--- config.mk ---
export PLATFORM = sky130hd
export DESIGN_NAME = lv_owt_tx_arb
export DESIGN_NICKNAME = d
export VERILOG_FILES = /design/src/rtl/lv_owt_tx_arb_pkg.sv /design/src/rtl/lv_owt_tx_arb_pick.sv /design/src/rtl/lv_owt_tx_arb.sv
export SDC_FILE = /design/constraint.sdc
export NUM_CORES = 1
export LEC_CHECK = 0
export CAP_MARGIN = 20
export CORE_MARGIN = 2
export CORE_UTILIZATION = 36
export CTS_BUF_LIST = sky130_fd_sc_hd__clkbuf_4 sky130_fd_sc_hd__clkbuf_8 sky130_fd_sc_hd__clkbuf_16
export DETAILED_ROUTE_END_ITERATION = 8
export PLACE_DENSITY = 0.85
export SYNTH_ARGS = -nofsm -noshare
export SYNTH_HDL_FRONTEND = slang
export SYNTH_SLANG_ARGS = --single-unit
--- constraint.sdc ---
create_clock -name i_clk -period 1.63 [get_ports i_clk]
set_clock_uncertainty 0.2 [all_clocks]
set_input_delay 0.4075 -clock i_clk [delete_from_list [all_inputs] [get_ports i_clk]]
set_output_delay 0.4075 -clock i_clk [all_outputs]
set_load 0.03 [all_outputs]
--- src/rtl/lv_owt_tx_arb_pkg.sv ---
// Shared types and constants for the LV-side OWT transmit arbiter.
package lv_owt_tx_arb_pkg;

   localparam int OWT_ARB_ST_W = 2;

   typedef enum logic [OWT_ARB_ST_W-1:0] {
      ST_IDLE     = 2'd0,
      ST_SEND     = 2'd1,
      ST_WAIT_RSP = 2'd2,
      ST_DONE     = 2'd3
   } owt_arb_st_e;

   typedef logic [1:0] owt_gnt_t;

   localparam owt_gnt_t OWT_GNT_NONE = 2'd0;
   localparam owt_gnt_t OWT_GNT_WDG  = 2'd1;
   localparam owt_gnt_t OWT_GNT_SPI  = 2'd2;
   localparam owt_gnt_t OWT_GNT_SCAN = 2'd3;

   // Round-robin pointer between the two fair requesters
   localparam logic OWT_RR_SPI  = 1'b0;
   localparam logic OWT_RR_SCAN = 1'b1;

   // Pointer after a completed transaction: flips only for spi/scan, wdg leaves it alone
   function automatic logic owt_rr_next(input logic rr, input owt_gnt_t gnt);
      logic nxt;
      case (gnt)
         OWT_GNT_SPI:  nxt = OWT_RR_SCAN;
         OWT_GNT_SCAN: nxt = OWT_RR_SPI;
         default:      nxt = rr;
      endcase
      return nxt;
   endfunction

endpackage

--- src/rtl/lv_owt_tx_arb_pick.sv ---
// Combinational winner selection: wdg has absolute priority, spi/scan share a round-robin pointer.
module lv_owt_arb_pick
   import lv_owt_tx_arb_pkg::*;
(
   input  logic       i_wdg_req,
   input  logic       i_spi_req,
   input  logic       i_scan_req,
   input  logic       i_rr,
   output logic [1:0] o_win_id
);

   // Pick the winner: wdg first, then the rr holder, then the other fair requester
   always_comb begin
      o_win_id = OWT_GNT_NONE;
      if (i_wdg_req) begin
         o_win_id = OWT_GNT_WDG;
      end else if (i_rr == OWT_RR_SPI) begin
         if (i_spi_req) begin
            o_win_id = OWT_GNT_SPI;
         end else if (i_scan_req) begin
            o_win_id = OWT_GNT_SCAN;
         end else begin
            o_win_id = OWT_GNT_NONE;
         end
      end else begin
         if (i_scan_req) begin
            o_win_id = OWT_GNT_SCAN;
         end else if (i_spi_req) begin
            o_win_id = OWT_GNT_SPI;
         end else begin
            o_win_id = OWT_GNT_NONE;
         end
      end
   end

endmodule

--- src/rtl/lv_owt_tx_arb.sv ---
// LV OWT TX arbiter: grants one requester, sends its frame, waits for the HV
// response with timeout/retry, and returns a per-requester ack with error flag.
module lv_owt_tx_arb
   import lv_owt_tx_arb_pkg::*;
#(
   parameter int FRM_W   = 24,
   parameter int TMO_CYC = 255,
   parameter int TMO_W   = 8,
   parameter int RETRY_N = 2
) (
   input  logic             i_clk,
   input  logic             i_rst_n,
   input  logic             i_owt_com_en,
   input  logic             i_wdg_req,
   input  logic             i_spi_req,
   input  logic             i_scan_req,
   input  logic [FRM_W-1:0] i_wdg_frm,
   input  logic [FRM_W-1:0] i_spi_frm,
   input  logic [FRM_W-1:0] i_scan_frm,
   output logic             o_wdg_ack,
   output logic             o_spi_ack,
   output logic             o_scan_ack,
   output logic             o_ack_err,
   output logic             o_tx_vld,
   output logic [FRM_W-1:0] o_tx_frm,
   input  logic             i_tx_rdy,
   input  logic             i_rx_ack,
   output logic [1:0]       o_gnt_id,
   output logic             o_busy
);

   localparam int RTY_W = (RETRY_N < 1) ? 1 : $clog2(RETRY_N + 1);
   localparam logic [TMO_W-1:0] TMO_LAST = TMO_W'(TMO_CYC - 1);
   localparam logic [RTY_W-1:0] RTY_MAX  = RTY_W'(RETRY_N);

   owt_arb_st_e      state_q, state_d;
   logic             rr_q, rr_d;
   logic [RTY_W-1:0] retry_cnt_q, retry_cnt_d;
   logic [TMO_W-1:0] tmo_cnt_q, tmo_cnt_d;
   logic             err_q, err_d;
   owt_gnt_t         gnt_id_q, gnt_id_d;
   logic [FRM_W-1:0] tx_frm_q, tx_frm_d;
   logic             tx_vld_q, tx_vld_d;
   logic [2:0]       ack_q, ack_d;          // {scan, spi, wdg}
   logic             ack_err_q, ack_err_d;
   logic             busy_q, busy_d;

   owt_gnt_t         pick_id;
   logic [FRM_W-1:0] pick_frm;

   lv_owt_arb_pick u_pick (
      .i_wdg_req  (i_wdg_req),
      .i_spi_req  (i_spi_req),
      .i_scan_req (i_scan_req),
      .i_rr       (rr_q),
      .o_win_id   (pick_id)
   );

   // Frame of the current picker winner, latched on grant
   always_comb begin
      case (pick_id)
         OWT_GNT_WDG:  pick_frm = i_wdg_frm;
         OWT_GNT_SPI:  pick_frm = i_spi_frm;
         OWT_GNT_SCAN: pick_frm = i_scan_frm;
         default:      pick_frm = {FRM_W{1'b0}};
      endcase
   end

   // State and datapath registers with synchronous active-low reset
   always_ff @(posedge i_clk) begin
      if (!i_rst_n) begin
         state_q     <= ST_IDLE;
         rr_q        <= OWT_RR_SPI;
         retry_cnt_q <= {RTY_W{1'b0}};
         tmo_cnt_q   <= {TMO_W{1'b0}};
         err_q       <= 1'b0;
         gnt_id_q    <= OWT_GNT_NONE;
         tx_frm_q    <= {FRM_W{1'b0}};
         tx_vld_q    <= 1'b0;
         ack_q       <= 3'b000;
         ack_err_q   <= 1'b0;
         busy_q      <= 1'b0;
      end else begin
         state_q     <= state_d;
         rr_q        <= rr_d;
         retry_cnt_q <= retry_cnt_d;
         tmo_cnt_q   <= tmo_cnt_d;
         err_q       <= err_d;
         gnt_id_q    <= gnt_id_d;
         tx_frm_q    <= tx_frm_d;
         tx_vld_q    <= tx_vld_d;
         ack_q       <= ack_d;
         ack_err_q   <= ack_err_d;
         busy_q      <= busy_d;
      end
   end

   // Next state: grant, send, wait with timeout/retry, abort when the channel is disabled
   always_comb begin
      state_d     = state_q;
      rr_d        = rr_q;
      retry_cnt_d = retry_cnt_q;
      tmo_cnt_d   = tmo_cnt_q;
      err_d       = err_q;
      gnt_id_d    = gnt_id_q;
      tx_frm_d    = tx_frm_q;
      case (state_q)
         ST_IDLE: begin
            if (i_owt_com_en && (pick_id != OWT_GNT_NONE)) begin
               state_d     = ST_SEND;
               gnt_id_d    = pick_id;
               tx_frm_d    = pick_frm;
               retry_cnt_d = {RTY_W{1'b0}};
               err_d       = 1'b0;
            end else begin
               state_d = ST_IDLE;
            end
         end
         ST_SEND: begin
            if (!i_owt_com_en) begin
               state_d = ST_DONE;
               err_d   = 1'b1;
            end else if (i_tx_rdy) begin
               state_d   = ST_WAIT_RSP;
               tmo_cnt_d = {TMO_W{1'b0}};
            end else begin
               state_d = ST_SEND;
            end
         end
         ST_WAIT_RSP: begin
            tmo_cnt_d = tmo_cnt_q + TMO_W'(1);
            if (!i_owt_com_en) begin
               state_d = ST_DONE;
               err_d   = 1'b1;
            end else if (i_rx_ack) begin
               // A response arriving on the timeout cycle still counts as success
               state_d = ST_DONE;
               err_d   = 1'b0;
            end else if (tmo_cnt_q == TMO_LAST) begin
               if (retry_cnt_q < RTY_MAX) begin
                  retry_cnt_d = retry_cnt_q + RTY_W'(1);
                  state_d     = ST_SEND;
               end else begin
                  state_d = ST_DONE;
                  err_d   = 1'b1;
               end
            end else begin
               state_d = ST_WAIT_RSP;
            end
         end
         ST_DONE: begin
            state_d  = ST_IDLE;
            rr_d     = owt_rr_next(rr_q, gnt_id_q);
            gnt_id_d = OWT_GNT_NONE;
            err_d    = 1'b0;
         end
         default: begin
            state_d  = ST_IDLE;
            gnt_id_d = OWT_GNT_NONE;
         end
      endcase
   end

   // Registered outputs derived from the upcoming state so they align with it
   always_comb begin
      tx_vld_d  = 1'b0;
      ack_d     = 3'b000;
      ack_err_d = 1'b0;
      busy_d    = (state_d != ST_IDLE);
      if (state_d == ST_SEND) begin
         tx_vld_d = 1'b1;
      end else begin
         tx_vld_d = 1'b0;
      end
      if (state_d == ST_DONE) begin
         ack_err_d = err_d;
         case (gnt_id_d)
            OWT_GNT_WDG:  ack_d = 3'b001;
            OWT_GNT_SPI:  ack_d = 3'b010;
            OWT_GNT_SCAN: ack_d = 3'b100;
            default:      ack_d = 3'b000;
         endcase
      end else begin
         ack_d     = 3'b000;
         ack_err_d = 1'b0;
      end
   end

   assign o_tx_vld   = tx_vld_q;
   assign o_tx_frm   = tx_frm_q;
   assign o_gnt_id   = gnt_id_q;
   assign o_wdg_ack  = ack_q[0];
   assign o_spi_ack  = ack_q[1];
   assign o_scan_ack = ack_q[2];
   assign o_ack_err  = ack_err_q;
   assign o_busy     = busy_q;

endmodule

==> metrics.log <==
INFO  metric drt_first_pass_iters = 7
INFO  metric most_frequently_used_cell_type_in_the_post_synthesis_netlist = sky130_fd_sc_hd__dfxtp_1
INFO  metric period_needed = 1.774 ns
INFO  metric postSynth.asyncResetShare = 0%
INFO  metric syn2layout_area_growth = 91.56%
INFO  metric register_to_register_setup_slack = -0.14 ns
INFO  metric netlist_instances = 238
INFO  metric worst_setup_path_end_kind = flop
INFO  metric placeableCoreArea = 5851 sq um
INFO  metric length_in_cells_of_the_worst_reg_to_reg_path = 7
INFO  metric syn-cell-area = 2151 sq um
INFO  metric vias = 2660
INFO  metric first_pass_grt_wire_length = 12.43 mm
INFO  metric yosysWarningCount = 0
INFO  metric maxCapViolations = 0
INFO  metric rows = 28
INFO  metric detailroute.wirelength.met2 = 4.591 mm
INFO  metric m1WireLength = 3.073 mm
INFO  metric grt_start_max_net_pins = 33
INFO  metric hold_ws = 0.3427 ns
INFO  metric met3_wire_len = 570 um
INFO  metric timing_worst_setup_path_type = reg -> reg
INFO  metric wl = 8.396 mm
INFO  metric clk_latency = 0.29 ns
INFO  metric place_area = 3721 sq um
INFO  metric placed_wire_length_estimate = 5.675 mm
INFO  metric synthesized_flop_and_latch_total = 46
INFO  metric worst_setup_path_start_kind = flop
INFO  metric drt-wirelength-per-cell = 18.13 um
INFO  metric floorplan.die_area = 6609 sq um
INFO  metric post-synth-top-area-cell = sky130_fd_sc_hd__dfxtp_1
INFO  metric synth.avg_cell_area = 9.037 sq um
INFO  metric top_layer_used = met4
INFO  metric worst_hold_class = reg -> reg
INFO  metric synth_top_cells_by_count = sky130_fd_sc_hd__dfxtp_1, sky130_fd_sc_hd__a21oi_1, sky130_fd_sc_hd__o21ai_0
INFO  metric stdcell_area = 4120 sq um
INFO  metric cts-htree-levels = 2
INFO  metric period_share = 108.8%
INFO  metric tns = -1.814 ns
INFO  metric max_freq = 563.6 MHz
INFO  metric whs_endpoint = retry_cnt_q[0]
INFO  metric initial_utilization = 36.76%
INFO  metric number_of_enable_flip_flop_cells_after_synthesis = 0
INFO  metric gpl.final_weighted_congestion = 0.9196
INFO  metric drt_iter0_drc = 172
INFO  metric dominantRegCellSynth = sky130_fd_sc_hd__dfxtp_1
INFO  metric worst_r2r_end = ack_q[2]
INFO  metric viasPerCell = 5.745
INFO  metric globalRouteOverflowTotal = 0
INFO  metric leading_post_synthesis_cells_by_cell_area = sky130_fd_sc_hd__dfxtp_1, sky130_fd_sc_hd__a222oi_1, sky130_fd_sc_hd__a21oi_1, sky130_fd_sc_hd__o21ai_0, sky130_fd_sc_hd__ha_1
INFO  metric required_time_at_the_worst_slack_endpoint = 1.62 ns
INFO  metric netlist.area_leader.share = 42.82%
INFO  metric timing.max_slew.rel_slack = 73.72%
INFO  metric cp_max_fo = 5
INFO  metric status = finished with violations
INFO  metric clkSlewWorstSetupHoldPaths = 0.09 ns
INFO  metric failing_checks = negative setup slack
INFO  metric globalRouteTotalUtil = 24.70%
INFO  metric final_antenna_net_count = 0
INFO  metric cts_tree = built
INFO  metric grt_pass1_vias = 2623
INFO  metric timing.hold.worst.start = retry_cnt_q[0]
INFO  metric cts_root_buffer = sky130_fd_sc_hd__clkbuf_8
INFO  metric synth_seq_area_share = 42.82%
INFO  metric mappedNetlistNets = 324
INFO  metric unique_cell_type_count_in_the_yosys_netlist = 42
INFO  metric power.density_cell_area = 747.7 nW/um^2
INFO  metric tritoncts_num_sinks = 46
INFO  metric static_leakage = 1.571 nW
INFO  metric critPathArrivalTime = 1.77 ns
INFO  metric fillCellCount = 406
INFO  metric final_nets = 473
INFO  metric antenna_cells = 0
INFO  metric finalSetupViolations = 21
INFO  metric drc_errors = 0
INFO  metric chipHeight = 81.30 um
INFO  metric count_of_final_hold_check_violations = 0
INFO  metric postLayoutSetupSlackWorst = -0.1442 ns
INFO  metric buffer_ports.inserted = 111
INFO  metric pins_over_slew_limit = 0
INFO  metric tritoncts.num_buffers = 5
INFO  metric critPathLaunch = state_q[1]
INFO  metric rr_startpoint = state_q[1]
INFO  metric worst_slew_pin_slew = 0.3925 ns
INFO  metric clock_buffer_depth = 2
INFO  metric grt_setup_unrepaired = true
INFO  metric design.portCount = 112
INFO  metric max-vdd-ir-drop = 0.3810 mV
INFO  metric die-width = 81.30 um
INFO  metric drive_above_1_share = 33.76%
INFO  metric initial_antenna_violation_count = 0
INFO  metric worstHoldPathCells = 2
## logic make-up (layout without fill, tap and decap cells)
| group | count (synthesis) | count (layout) | share of synthesized area (%) |
|---|---|---|---|
| adder cells (fa/ha/maj) | 6 | 6 | 3.490 |
| AND/OR/NAND/NOR | 51 | 51 | 13.73 |
| flip-flops | 46 | 46 | 42.82 |
| AO/OA/AOI/OAI | 102 | 102 | 32.75 |
| XOR/XNOR | 6 | 6 | 2.443 |
| buffers and inverters | 27 | 177 | 4.770 |
## sequential cells by signal (all words and copies together), names as in the netlist
name,count
tmo_cnt_q,8
retry_cnt_q,2
o_tx_frm,24
ack_q,3
o_gnt_id,2
rr_q,1
o_busy,1
o_tx_vld,1
o_ack_err,1
err_q,1
state_q,2
## where the power goes
part | leakage (nW) | switching, mW | internal [mW]
Clock | 0.0517 | 0.383 | 0.360
Sequential | 0.379 | 0.0546 | 1.20
Combinational | 1.14 | 0.529 | 0.552
## metal layers
metal | track usage, % | vias to the layer above
li1 | - | 1227
met1 | 26.67 | 1288
met2 | 46.31 | 127
met3 | 5.667 | 18
met4 | 9.153 | 0
met5 | 0 | -
## worst max path at each step
stage	to	cells past startpoint	slack [ns]
6_report	ack_q[2]	7	-0.14
5_1_grt	o_ack_err	7	-0.23
4_1_cts	o_busy	6	-0.14
3_5_place_dp	retry_cnt_q[0]	5	-0.71
3_3_place_gp	retry_cnt_q[0]	5	-0.66
2_1_floorplan	retry_cnt_q[0]	4	-0.12
## stage by stage
step	setup WS [ns]	power [mW]	utilization [%]	instances
after floorplan	-0.1246	1.700	-	238
after global placement	-0.6591	2.207	63.60	445
after detailed placement	-0.7115	2.234	63.60	445
after CTS	-0.1390	3.044	69.16	460
after global routing	-0.2287	3.201	70.42	463
final	-0.1442	3.081	70.42	463
## area by class of cell
type                    instances  area (sq um)  share of cell area [%]
multi-input cells             165          1414                   34.32
repair buffers                160          1544                   37.47
inverters                       9         42.54                   1.032
clock inverters                 1         5.005                  0.1215
flip-flops and latches         46         930.9                   22.59
clock buffers                   7         90.09                   2.186
well taps                      75         93.84                   2.278
## placed cells by master (no fill, tap or decap), types with 2 or more instances in the layout
master	netlist	routed
sky130_fd_sc_hd__clkdlybuf4s50_1	0	73
sky130_fd_sc_hd__buf_4	0	49
sky130_fd_sc_hd__dfxtp_1	46	42
sky130_fd_sc_hd__a21oi_1	30	29
sky130_fd_sc_hd__o21ai_0	29	29
sky130_fd_sc_hd__a222oi_1	24	24
sky130_fd_sc_hd__nor2_1	13	10
sky130_fd_sc_hd__buf_12	0	10
sky130_fd_sc_hd__clkbuf_2	0	9
sky130_fd_sc_hd__buf_6	0	7
sky130_fd_sc_hd__xnor2_1	6	6
sky130_fd_sc_hd__clkbuf_8	0	6
sky130_fd_sc_hd__inv_1	9	5
sky130_fd_sc_hd__o31a_1	5	5
sky130_fd_sc_hd__clkdlybuf4s15_1	0	5
sky130_fd_sc_hd__nand2_1	4	4
sky130_fd_sc_hd__ha_4	0	4
sky130_fd_sc_hd__clkdlybuf4s15_2	0	4
sky130_fd_sc_hd__nand4_1	3	3
sky130_fd_sc_hd__nand2b_1	3	3
sky130_fd_sc_hd__nor3b_2	0	3
sky130_fd_sc_hd__nor4b_4	0	3
sky130_fd_sc_hd__nor3_2	0	3
sky130_fd_sc_hd__dlygate4sd2_1	0	3
sky130_fd_sc_hd__inv_4	0	2
sky130_fd_sc_hd__o21a_1	2	2
sky130_fd_sc_hd__nor2_4	0	2
sky130_fd_sc_hd__nor3_4	0	2
sky130_fd_sc_hd__nor4_4	0	2
sky130_fd_sc_hd__a211oi_2	1	2
sky130_fd_sc_hd__and2_1	2	2
sky130_fd_sc_hd__nor2b_1	2	2
sky130_fd_sc_hd__ha_1	6	2
sky130_fd_sc_hd__dfxtp_4	0	2
sky130_fd_sc_hd__dfxtp_2	0	2
## repair_timing
action / 4_1_cts / 5_1_grt
hold buffers: 0 / 0
setup endpoints to repair: 60 / 51
setup buffers: 7 / 4
pin swaps: 27 / 27
resized for setup: 76 / 31
## critical path, cell delays in order (launching register included)
cell	delay, ns
sky130_fd_sc_hd__dfxtp_4	0.38
sky130_fd_sc_hd__inv_4	0.05
sky130_fd_sc_hd__ha_4	0.16
sky130_fd_sc_hd__and2b_2	0.23
sky130_fd_sc_hd__o31ai_2	0.23
sky130_fd_sc_hd__o31a_1	0.25
sky130_fd_sc_hd__buf_6	0.13
sky130_fd_sc_hd__nor3_2	0.04
No activity file was read; power rests on OpenSTA's default activity.
